<file path="config.mk">
export PLATFORM = sky130hd
export DESIGN_NAME = if_stage_flat
export DESIGN_NICKNAME = d
export VERILOG_FILES = /design/src/rtl/if_stage_if.sv /design/src/rtl/if_stage.sv /design/src/flat_wrapper.sv
export SDC_FILE = /design/constraint.sdc
export NUM_CORES = 1
export LEC_CHECK = 0
export ABC_AREA = 1
export BUFFER_PORTS_ARGS = -buffer_cell sky130_fd_sc_hd__buf_2
export CORE_MARGIN = 10
export CORE_UTILIZATION = 47
export DETAILED_ROUTE_END_ITERATION = 8
export PLACE_DENSITY = 0.78
export SLEW_MARGIN = 20
export SYNTH_ARGS = -nofsm -noshare
export SYNTH_HDL_FRONTEND = slang
export SYNTH_SLANG_ARGS = --single-unit
</file>
<file path="constraint.sdc">
create_clock -name clk -period 1.75 [get_ports clk]
set_input_delay 0.525 -clock clk [delete_from_list [all_inputs] [get_ports clk]]
set_output_delay 0.525 -clock clk [all_outputs]
set_load 0.01 [all_outputs]
</file>
<file path="src/rtl/if_stage_if.sv">
// Instruction-memory bus between the fetch stage and the instruction memory.
// The fetch stage drives the address; the memory answers combinationally.
interface if_stage_if;
  logic [31:0] imem_addr;
  logic [31:0] imem_rdata;

  modport master (
    output imem_addr,
    input  imem_rdata
  );

  modport slave (
    input  imem_addr,
    output imem_rdata
  );
endinterface

</file>
<file path="src/rtl/if_stage.sv">
// Instruction-fetch stage: PC register, next-PC selection, IF/ID pipeline
// register, and saturating stall/flush performance counters.
module if_stage #(
  parameter logic [31:0] RESET_PC   = 32'h0000_0000,
  parameter logic [31:0] EXC_VECTOR = 32'h8000_0004,
  parameter int          CNT_W      = 32
) (
  input  logic              clk,
  input  logic              reset_n,
  input  logic              PC_Wr_en,
  input  logic              IF_ID_Wr_en,
  input  logic              IF_ID_flush,
  input  logic              branch_taken,
  input  logic [31:0]       branch_target,
  input  logic              jump,
  input  logic [31:0]       jump_target,
  input  logic              jr,
  input  logic [31:0]       jr_target,
  input  logic              exception,
  if_stage_if.master        imem,
  output logic [31:0]       IF_ID_Instruction,
  output logic [31:0]       IF_ID_PC_plus4,
  output logic              IF_ID_valid,
  output logic [CNT_W-1:0]  stall_count,
  output logic [CNT_W-1:0]  flush_count
);

  localparam logic [CNT_W-1:0] CNT_ONE = {{(CNT_W-1){1'b0}}, 1'b1};

  function automatic logic [31:0] word_align(input logic [31:0] addr);
    return {addr[31:2], 2'b00};
  endfunction

  function automatic logic [CNT_W-1:0] sat_inc(input logic [CNT_W-1:0] cnt);
    return (&cnt) ? cnt : cnt + CNT_ONE;
  endfunction

  logic [31:0]      pc_q, pc_d;
  logic [31:0]      inst_q, inst_d;
  logic [31:0]      pc4_q, pc4_d;
  logic             valid_q, valid_d;
  logic [CNT_W-1:0] stall_q, stall_d;
  logic [CNT_W-1:0] flush_q, flush_d;
  logic [31:0]      pc_plus4;
  logic             bubble;

  assign pc_plus4 = pc_q + 32'd4;
  assign bubble   = exception | IF_ID_flush;

  // Exception and taken branch override a stall: the stalled ID instruction
  // is squashed, so nothing is lost by redirecting. ID-stage redirects must
  // wait until the stall clears so the jump itself is not lost.
  always_comb begin
    pc_d = pc_q;
    if (exception) begin
      pc_d = EXC_VECTOR;
    end else if (branch_taken) begin
      pc_d = word_align(branch_target);
    end else if (PC_Wr_en) begin
      if (jr) begin
        pc_d = word_align(jr_target);
      end else if (jump) begin
        pc_d = word_align(jump_target);
      end else begin
        pc_d = pc_plus4;
      end
    end
  end

  // A bubble beats a simultaneous hold; PC+4 still tracks the squashed slot.
  always_comb begin
    inst_d  = inst_q;
    pc4_d   = pc4_q;
    valid_d = valid_q;
    if (bubble) begin
      inst_d  = 32'h0000_0000;
      pc4_d   = pc_plus4;
      valid_d = 1'b0;
    end else if (IF_ID_Wr_en) begin
      inst_d  = imem.imem_rdata;
      pc4_d   = pc_plus4;
      valid_d = 1'b1;
    end
  end

  always_comb begin
    stall_d = stall_q;
    flush_d = flush_q;
    if (bubble) begin
      flush_d = sat_inc(flush_q);
    end else if (!IF_ID_Wr_en) begin
      stall_d = sat_inc(stall_q);
    end
  end

  // IF -> ID boundary
  always_ff @(posedge clk or negedge reset_n) begin
    if (!reset_n) begin
      pc_q    <= RESET_PC;
      inst_q  <= 32'h0000_0000;
      pc4_q   <= 32'h0000_0000;
      valid_q <= 1'b0;
      stall_q <= '0;
      flush_q <= '0;
    end else begin
      pc_q    <= pc_d;
      inst_q  <= inst_d;
      pc4_q   <= pc4_d;
      valid_q <= valid_d;
      stall_q <= stall_d;
      flush_q <= flush_d;
    end
  end

  assign imem.imem_addr    = pc_q;
  assign IF_ID_Instruction = inst_q;
  assign IF_ID_PC_plus4    = pc4_q;
  assign IF_ID_valid       = valid_q;
  assign stall_count       = stall_q;
  assign flush_count       = flush_q;

endmodule

</file>
<file path="src/flat_wrapper.sv">
// flat-port wrapper written by rule: the top's interface ports become plain ports
module if_stage_flat 
#(
  parameter logic [31:0] RESET_PC   = 32'h0000_0000,
  parameter logic [31:0] EXC_VECTOR = 32'h8000_0004,
  parameter int          CNT_W      = 32
)
  (clk, reset_n, PC_Wr_en, IF_ID_Wr_en, IF_ID_flush, branch_taken, branch_target, jump, jump_target, jr, jr_target, exception, IF_ID_Instruction, IF_ID_PC_plus4, IF_ID_valid, stall_count, flush_count, imem_imem_addr, imem_imem_rdata);
  if_stage_if imem_i ();
  input  logic clk;
  input  logic reset_n;
  input  logic PC_Wr_en;
  input  logic IF_ID_Wr_en;
  input  logic IF_ID_flush;
  input  logic branch_taken;
  input  logic [31:0] branch_target;
  input  logic jump;
  input  logic [31:0] jump_target;
  input  logic jr;
  input  logic [31:0] jr_target;
  input  logic exception;
  output logic [31:0] IF_ID_Instruction;
  output logic [31:0] IF_ID_PC_plus4;
  output logic IF_ID_valid;
  output logic [CNT_W-1:0] stall_count;
  output logic [CNT_W-1:0] flush_count;
  output wire logic [$bits(imem_i.imem_addr)-1:0] imem_imem_addr;
  input wire logic [$bits(imem_i.imem_rdata)-1:0] imem_imem_rdata;
  assign imem_imem_addr = imem_i.imem_addr;
  assign imem_i.imem_rdata = imem_imem_rdata;
  if_stage #(.RESET_PC(RESET_PC), .EXC_VECTOR(EXC_VECTOR), .CNT_W(CNT_W)) u_core (.clk(clk), .reset_n(reset_n), .PC_Wr_en(PC_Wr_en), .IF_ID_Wr_en(IF_ID_Wr_en), .IF_ID_flush(IF_ID_flush), .branch_taken(branch_taken), .branch_target(branch_target), .jump(jump), .jump_target(jump_target), .jr(jr), .jr_target(jr_target), .exception(exception), .imem(imem_i), .IF_ID_Instruction(IF_ID_Instruction), .IF_ID_PC_plus4(IF_ID_PC_plus4), .IF_ID_valid(IF_ID_valid), .stall_count(stall_count), .flush_count(flush_count));
endmodule
</file>
# After elaboration in Yosys (flattened, before gate mapping)

Cells that the tools add are included.

Bits in registers: 161
Input bits: 137
Output and inout port bits: 161

Add/subtract/negate cells: 3
Multiplexer cells: 11
Bitwise logic cells: 5
Reductions and logical operators: 6

Operators with widths:

| operator              | count |
|---|---|
| $mux 32               | 9 |
| $add 32x1->32 const B | 2 |
| $reduce_and 32->1     | 2 |
| $add 32x3->32 const B | 1 |
| $not 1->1             | 4 |
| $reduce_and 3->1      | 1 |
| $reduce_bool 3->1     | 1 |
| $mux 1                | 2 |
| $reduce_and 2->1      | 1 |
| $reduce_bool 2->1     | 1 |
| $or 1x1->1            | 1 |

# Logic depth before layout (Yosys ltp)

Gate-level depths: netlist (run 1).

Word-level depth: 6
Depth in mapped cells: 15

# Least setup slack after synthesis (run 1)

No wires, ideal clock.

Kind: register -> register
Start point: register u_core.stall_q[1] (netlist: u_core.stall_count[1])
End point: register u_core.stall_q[6] (netlist: u_core.stall_count[6])
Setup time: 0.117 ns
Data arrival time: 1.923 ns
Data required time: 1.633 ns
Path slack: -0.290 ns
Stages on the path, launching flop included: 10
Buffers on the path: 1
Cell sequence: dfrtp_1 -> ha_1 -> nand3_2 -> nor3_4 -> nand3b_2 -> o31ai_4 -> inv_4 -> buf_6 -> nand2_1 -> nand2_1

Cells in the longest elaborated chain, start to end: 3
Elaborated cells between the ends (all ways): 4

RTL lines:

| what                                                                  | line            | RTL |
|---|---|---|
| start: declaration                                                    | if_stage.sv:42  | `logic [CNT_W-1:0] stall_q, stall_d;` |
| start signal: assignment                                              | if_stage.sv:110 | `stall_q <= stall_d;` |
| parallel branches: the longest is 3 deep, another holds $add 32x1->32 | n/a             |  |

Several ways; the timed one is not identified.
A chain may end at the register's enable or synchronous reset.

# Worst setup path in the final report (run 1)

Start point: register u_core.stall_q[17] (netlist: u_core.stall_count[17])
End point: register u_core.stall_q[15] (netlist: u_core.stall_count[15])

Cells in the longest elaborated chain, start to end: 3

RTL lines:

| what                              | line           | RTL |
|---|---|---|
| $reduce_and 32->1                 | if_stage.sv:35 | `return (&cnt) ? cnt : cnt + CNT_ONE;` |
| $not 1->1 (no source line)        | n/a            |  |
| $reduce_and 3->1 (no source line) | n/a            |  |

Every way passes these cells.

==> key figures, run 1 <==
Route
  – Post-route ant nets: 0
  – First-pass DRT Iterations: 5
  – DR vias: 10713
  – Vias/cell: between 5 and 6
  – # DRC: 0
  – Routed WL per cell: roughly 17 um
  – Initial DRC count: 1014
  – Final WL: ~35000 um

Timing
  – Clk_skew: 9.36 ps
  – Final worst slack: -76.2 ps
  – Period minus WS final: around 1800 ps
  – Final hold viol count: 0
  – Slew Viols, Final: 0
  – Setup TNS Final: -992 ps
  – Final Setup Violations: 33
  – Fmax achieved: 0.548 GHz
  – Final hold slack: around 330 ps
  – Setup repair after global routing missed its margin: yes
  – Final period util: 104%

Worst setup path
  – CP Capture Type: flop
  – WP data arrival: 2130 ps
  – Worst R2R Start: u_core.stall_count[17]
  – End of the worst register-to-register path: u_core.stall_count[15]
  – Worst reg2reg setup slack: -80 ps
  – Startpoint types: flop
  – Worst Reg-to-Reg Cells: 7
  – Worst-path fanout max: 7
  – CP Data Required Time: a little over 2000 ps
  – Critical path class: reg -> reg

Finish
  – Nets: 1903
  – Share of cells above drive strength 1: roughly 37%
  – Fillcell total: about 1500
  – Ant. Diodes: 0
  – Area grow syn2layout: 49.6%

Clock network
  – CTS Buffer Depth: 2
  – CTS Buf Count: 17
  – Root Driver: clkbuf_16
  – TritonCTS clock tree: yes
  – CTS Sinks: 157
  – Worst-path clk slew: 60 ps
  – Clk Latency, worst-skew pair: about 430 ps
  – Htree depth: 4

Floorplan
  – Core area: slightly below 20000 um^2
  – IO Pins: approximately 300
  – Initial Utilization: 47.5%
  – Die area: ~26000 um^2
  – Die X-Extent: about 160 um
  – # rows: between 50 and 60
  – Die height: around 160 um

Logic synthesis
  – Synth Flop Type: dfrtp_1
  – Synth top area cells: dfrtp_1, nand2_1, nor2_1
  – Mapped cell area: just over 9000 um^2
  – Dominant cell type by area after synthesis: dfrtp_1
  – Post-synth ARST share: 100%
  – EDFF count, synth: 0
  – Synth cell types: 39
  – Post-synthesis sequential area ratio: 42.8%
  – Synth warn: 0
  – Syn avg cell area: approximately 7.0 um^2
  – Cell count after synthesis: 1311
  – Synth cell count leaders: nand2_1, nor2_1, dfrtp_1
  – Most frequent cell after synthesis: nand2_1
  – Post-synth top area share: 42.8%
  – Synth Register Bits: roughly 160

Place
  – Detail Placement HPWL: ~26000 um
  – IO buf count: 287
  – Placer Congestion: 0.934

Flow run
  – Maxcap violations: 0

Power
  – Leakage: between 7 and 8 nW
  – P per Cell Area: 770 nW/um^2
  – VDD IR max: about 0.00067 V

Global routing
  – Initial antenna violation count: 0
  – Largest net degree at the start of global routing: 47
  – Overflow left after global routing: 0
  – Vias in the first global route: 10293
  – Total Routing Usage GR: between 20% and 30%
  – First-pass GRT wire length: roughly 53000 um

Hold path
  – Hold Startpoint: imem_imem_rdata[19]
  – Min-Delay Path Class: in -> reg
  – Hold Crit Depth: 3
  – Worst hold path endpoint: u_core.IF_ID_Instruction[19]

Status
  – Status: finished, violations left
  – Failing checks: setup timing
-- registers in the layout (all words and copies together), names as in the netlist --
name	flops
u_core.imem.imem_addr	30
u_core.IF_ID_Instruction	32
u_core.IF_ID_PC_plus4	30
u_core.flush_count	32
u_core.IF_ID_valid	1
u_core.stall_count	32
-- power breakdown --
part	internal (W)	switching [W]
sequential	0.00394	0.000300
combinational	0.00115	0.00145
clock	0.00215	0.00158
-- metrics by stage --
stage	cells	area (um^2)	util, %	total power (W)	setup WS (ps)
2_1_floorplan	1314	9260	-	0.00529	-116
3_3_place_gp	1976	12200	63.0	0.00651	-113
3_5_place_dp	1976	12200	63.0	0.00657	-113
4_1_cts	2013	13000	67.0	0.0103	-7.82
5_1_grt	2041	13700	71.0	0.0110	-209
6_report	2041	13700	71.0	0.0106	-76.2
-- cells by family (layout without fill, tap and decap cells) --
| family | count (synthesis) | after routing | share of synthesized area, % |
|---|---|---|---|
| fa+ha+maj | 3 | 3 | 0.409 |
| flops | 157 | 157 | 42.8 |
| compound gates | 122 | 122 | 7.38 |
| simple gates | 837 | 837 | 37.1 |
| buf+inv | 122 | 584 | 5.71 |
| other cells | 1 | 4 | 0.0409 |
| xor+xnor | 69 | 69 | 6.59 |
-- cell usage in the layout (no fill, tap or decap), types with 30 or more instances in the layout --
master / n
a21oi_1: 32
buf_2: 285
buf_4: 165
dfrtp_1: 144
inv_1: 56
nand2_1: 464
nand2_2: 30
nand3_1: 71
nor2_1: 151
o21ai_0: 43
xor2_1: 44
-- what timing repair did --
action                                  in CTS  in global routing
gates cloned                                 2                  8
pin swaps                                    6                 32
endpoints found under the setup margin      47                 96
hold buffers                                 1                  0
gates resized for setup                     33                144
hold endpoints to repair                    24                  0
buffers inserted                             2                 21
-- how the worst max path moves through the flow --
stage | from | end | slack (ps) | depth (start not counted)
final | u_core.stall_count[17] | u_core.stall_count[15] | -80 | 7
after global routing | u_core.imem.imem_addr[6] | u_core.imem.imem_addr[25] | -210 | 12
after CTS | u_core.imem.imem_addr[2] | u_core.imem.imem_addr[15] | -8 | 11
after detailed placement | u_core.imem.imem_addr[9] | u_core.imem.imem_addr[19] | -110 | 12
after global placement | u_core.imem.imem_addr[9] | u_core.imem.imem_addr[19] | -110 | 12
after floorplan | u_core.stall_count[1] | u_core.stall_count[6] | -120 | 9
-- area by class of cell --
type                            instances  area (um^2)  area share [%]
Clock buffer                           20          447            3.25
Clock inverter                         12          138            1.00
Inverter                               68          274            2.00
Multi-Input combinational cell       1035         5320            38.7
Sequential cell                       157         3950            28.7
Tap cell                              265          332            2.42
Timing Repair Buffer                  482         3260            23.7
Timing Repair inverter                  2         22.5           0.164
-- critical path, cell delays in order, from the launching register on --
cell	delay, ps
dfrtp_1	350
nand4_1	180
nor3_2	260
nand2_2	130
o31ai_4	320
buf_12	220
clkbuf_16	190
o21ai_2	50
-- per-layer routing --
metal / wire length (um) / track usage, % / up-vias
met4: 1330 / 9.35 / 0
li1: - / - / 5092
met3: 3300 / 6.58 / 118
met1: 13700 / 30.8 / 4914
met5: 0 / 0 / -
met2: 17000 / 41.9 / 589
Power figures use the tool's default switching activity.
==> run 2, diff against run 1 <==
==> constraint.sdc (replaced) <==
create_clock -name clk -period 1.75 [get_ports clk]
set_input_delay 0.4375 -clock clk [delete_from_list [all_inputs] [get_ports clk]]
set_output_delay 0.4375 -clock clk [all_outputs]
set_load 0.01 [all_outputs]
==> run 2 against run 1 <==
  * The flow still finishes with violations (setup timing)
  * Largest cell class unchanged
  * Critical path depth increased by 6
  * Fmax decreased by 2.0%
  * Highest routed layer unchanged
  * Utilization decreased by 0.87 points
  * First-iteration DRC count decreased by 7.6%
==> key figures, run 2 (synthesis gave the netlist of run 1 again) <==
Power
  – Sw power: 0.00327 W (was 0.00333 W)
  – Clock power share: 35.9% (was 35.3%)
  – Sw Share: 31.0% (was 31.4%)
  – Flop pwr share: 40.1% (about the same)
  – P per Cell Area: 777 nW/um^2 (was 770 nW/um^2)
  – Total power: 0.0105 W (was 0.0106 W)
  – Leakage: 7.19 nW (was 7.28 nW)
  – Comb pwr share: 24.0% (was 24.6%)
  – Int Pwr: 0.00727 W (was 0.00725 W)
  – VDD IR max: 0.000606 V (was 0.000671 V)

Place
  – Detail Placement HPWL: 25800 um (was 25900 um)
  – Placer Congestion: 0.955 (was 0.934)
  – IO buf count: 287 (unchanged)

Route
  – Post-route ant nets: 0 (unchanged)
  – First-pass DRT Iterations: 5 (unchanged)
  – # DRC: 0 (unchanged)
  – Vias/cell: 5.26 (was 5.25)
  – Initial DRC count: 937 (was 1014)
  – Final WL: 35100 um (was 35300 um)
  – Routed WL per cell: 17.1 um (was 17.3 um)
  – DR vias: 10763 (was 10713)

Worst setup path
  – Worst-path fanout max: 5 (was 7)
  – Critical path class: reg -> reg (unchanged)
  – Startpoint types: flop (unchanged)
  – WP data arrival: 2230 ps (was 2130 ps)
  – CP Capture Type: flop (unchanged)
  – CP Data Required Time: 2110 ps (was 2050 ps)

Clock network
  – TritonCTS clock tree: yes (unchanged)
  – Root Driver: clkbuf_16 (unchanged)
  – Htree depth: 4 (unchanged)
  – CTS Sinks: 157 (unchanged)
  – Worst-path clk slew: 60 ps (about the same)
  – CTS Buffer Depth: 2 (unchanged)
  – CTS Buf Count: 17 (unchanged)
  – Clk Latency, worst-skew pair: 430 ps (about the same)

Floorplan
  – # rows: 51 (unchanged)
  – Core area: 19300 um^2 (unchanged)
  – Die X-Extent: 160 um (unchanged)
  – Die height: 160 um (unchanged)
  – Initial Utilization: 47.5% (unchanged)
  – Die area: 25500 um^2 (unchanged)
  – IO Pins: 298 (unchanged)

Finish
  – Area grow syn2layout: 47.8% (was 49.6%)
  – Nets: 1909 (was 1903)
  – Share of cells above drive strength 1: 36.1% (was 36.8%)
  – Most common cell after layout, fill and taps aside: nand2_1 (unchanged)
  – Most frequent cells in the layout: nand2_1, buf_2, buf_4 (unchanged)

Status
  – Failing checks: setup timing (unchanged)
  – Status: finished, violations left (unchanged)

Timing
  – Slew Viols, Final: 0 (unchanged)
  – Setup repair after global routing missed its margin: yes (unchanged)
  – Period minus WS final: 1860 ps (was 1830 ps)
  – Final Setup Violations: 39 (was 33)
  – Setup TNS Final: -1440 ps (was -992 ps)
  – Final worst slack: -114 ps (was -76.2 ps)
  – Clk_skew: 10.1 ps (was 9.36 ps)
  – Final hold slack: 241 ps (was 330 ps)
  – Final period util: 107% (was 104%)
  – Final hold viol count: 0 (unchanged)
  – Fmax achieved: 0.536 GHz (was 0.548 GHz)

Global routing
  – First-pass GRT wire length: 52100 um (was 53000 um)
  – Overflow left after global routing: 0 (unchanged)
  – Initial antenna violation count: 1 (was 0)
  – Largest net degree at the start of global routing: 41 (was 47)
  – Total Routing Usage GR: 24.9% (was 25.2%)
  – Vias in the first global route: 10190 (was 10293)

Hold path
  – Min-Delay Path Class: in -> reg (unchanged)

Flow run
  – Maxcap violations: 0 (unchanged)
run 2: cell count changes in the layout (fill, tap and decap cells not counted), moves of 5 or more:
cell,previous run,this run
dfrtp_1,144,149
nand2_1,464,479
buf_4,165,178
buf_12,16,8
o21ai_1,14,19
nand3_1,71,66
nor2_2,20,12
dfrtp_2,13,8
nand2_4,16,4
run 2: layout make-up:
class / instances / area, um^2
fill: 1541 / 5770
multi-input combinational: 1035 / 5240
sequential: 157 / 3940
timing repair buffer: 490 / 3180
clock buffer: 20 / 467
tap: 265 / 332
inverter: 68 / 273
clock inverter: 12 / 136
antenna: 1 / 2.50
run 2: worst max-delay path, stage by stage (launching register included):
cell and delay (ps):
dfrtp_1 420, ha_2 220, nand2_2 70, inv_2 100, nand2_4 70, nor2_4 120, inv_4 70, nor2_4 190
nand3b_1 180, nand3_1 140, nand2_1 60, nand2_1 50, nand2_1 50, nand2_1 50
run 2: timing repair:
action,in CTS,in global routing
endpoints found under the hold margin,33,0
hold buffers,1,0
setup endpoints to repair,37,96
gates cloned,0,6
pin swaps,8,36
buffers inserted,6,25
gates resized for setup,23,133
run 2: power groups by stage:
stage               Clock [W]  Sequential [W]  Combinational, W
floorplan                   0         0.00446          0.000828
global placement            0         0.00424           0.00223
detailed placement          0         0.00425           0.00228
CTS                   0.00383         0.00419           0.00232
global route          0.00398         0.00427           0.00277
finish                0.00379         0.00423           0.00253
run 2: stage by stage:
stage / cells / utilization (%) / instance area (um^2) / setup WS [ps]
2_1_floorplan: 1314 / - / 9250 / -116
3_3_place_gp: 1980 / 62.7 / 12100 / -78.9
3_5_place_dp: 1980 / 62.7 / 12100 / -108
4_1_cts: 2019 / 66.5 / 12900 / -37.6
5_1_grt: 2048 / 70.1 / 13600 / -181
6_report: 2048 / 70.1 / 13600 / -114
run 2: layer usage:
layer	global-route usage [%]	share of wire (%)	routed length, um	vias up
met1	29.6	39	13600	4927
li1	-	-	-	5087
met4	10.7	4.7	1660	0
met5	0	0	0	-
met2	41.6	47	16600	606
met3	6.81	8.9	3110	143
run 2: worst paths after layout:
path	from	end	slack (ps)	cells after the start
min in group asynchronous	reset_n	u_core.stall_count[12]	500	2
min	imem_imem_rdata[1]	u_core.IF_ID_Instruction[1]	240	3
max in group asynchronous	reset_n	u_core.imem.imem_addr[4]	630	3
max reg2reg	u_core.imem.imem_addr[2]	u_core.imem.imem_addr[28]	-110	13
max	u_core.imem.imem_addr[2]	u_core.imem.imem_addr[28]	-110	13
min reg2reg	u_core.IF_ID_Instruction[26]	u_core.IF_ID_Instruction[26]	460	2
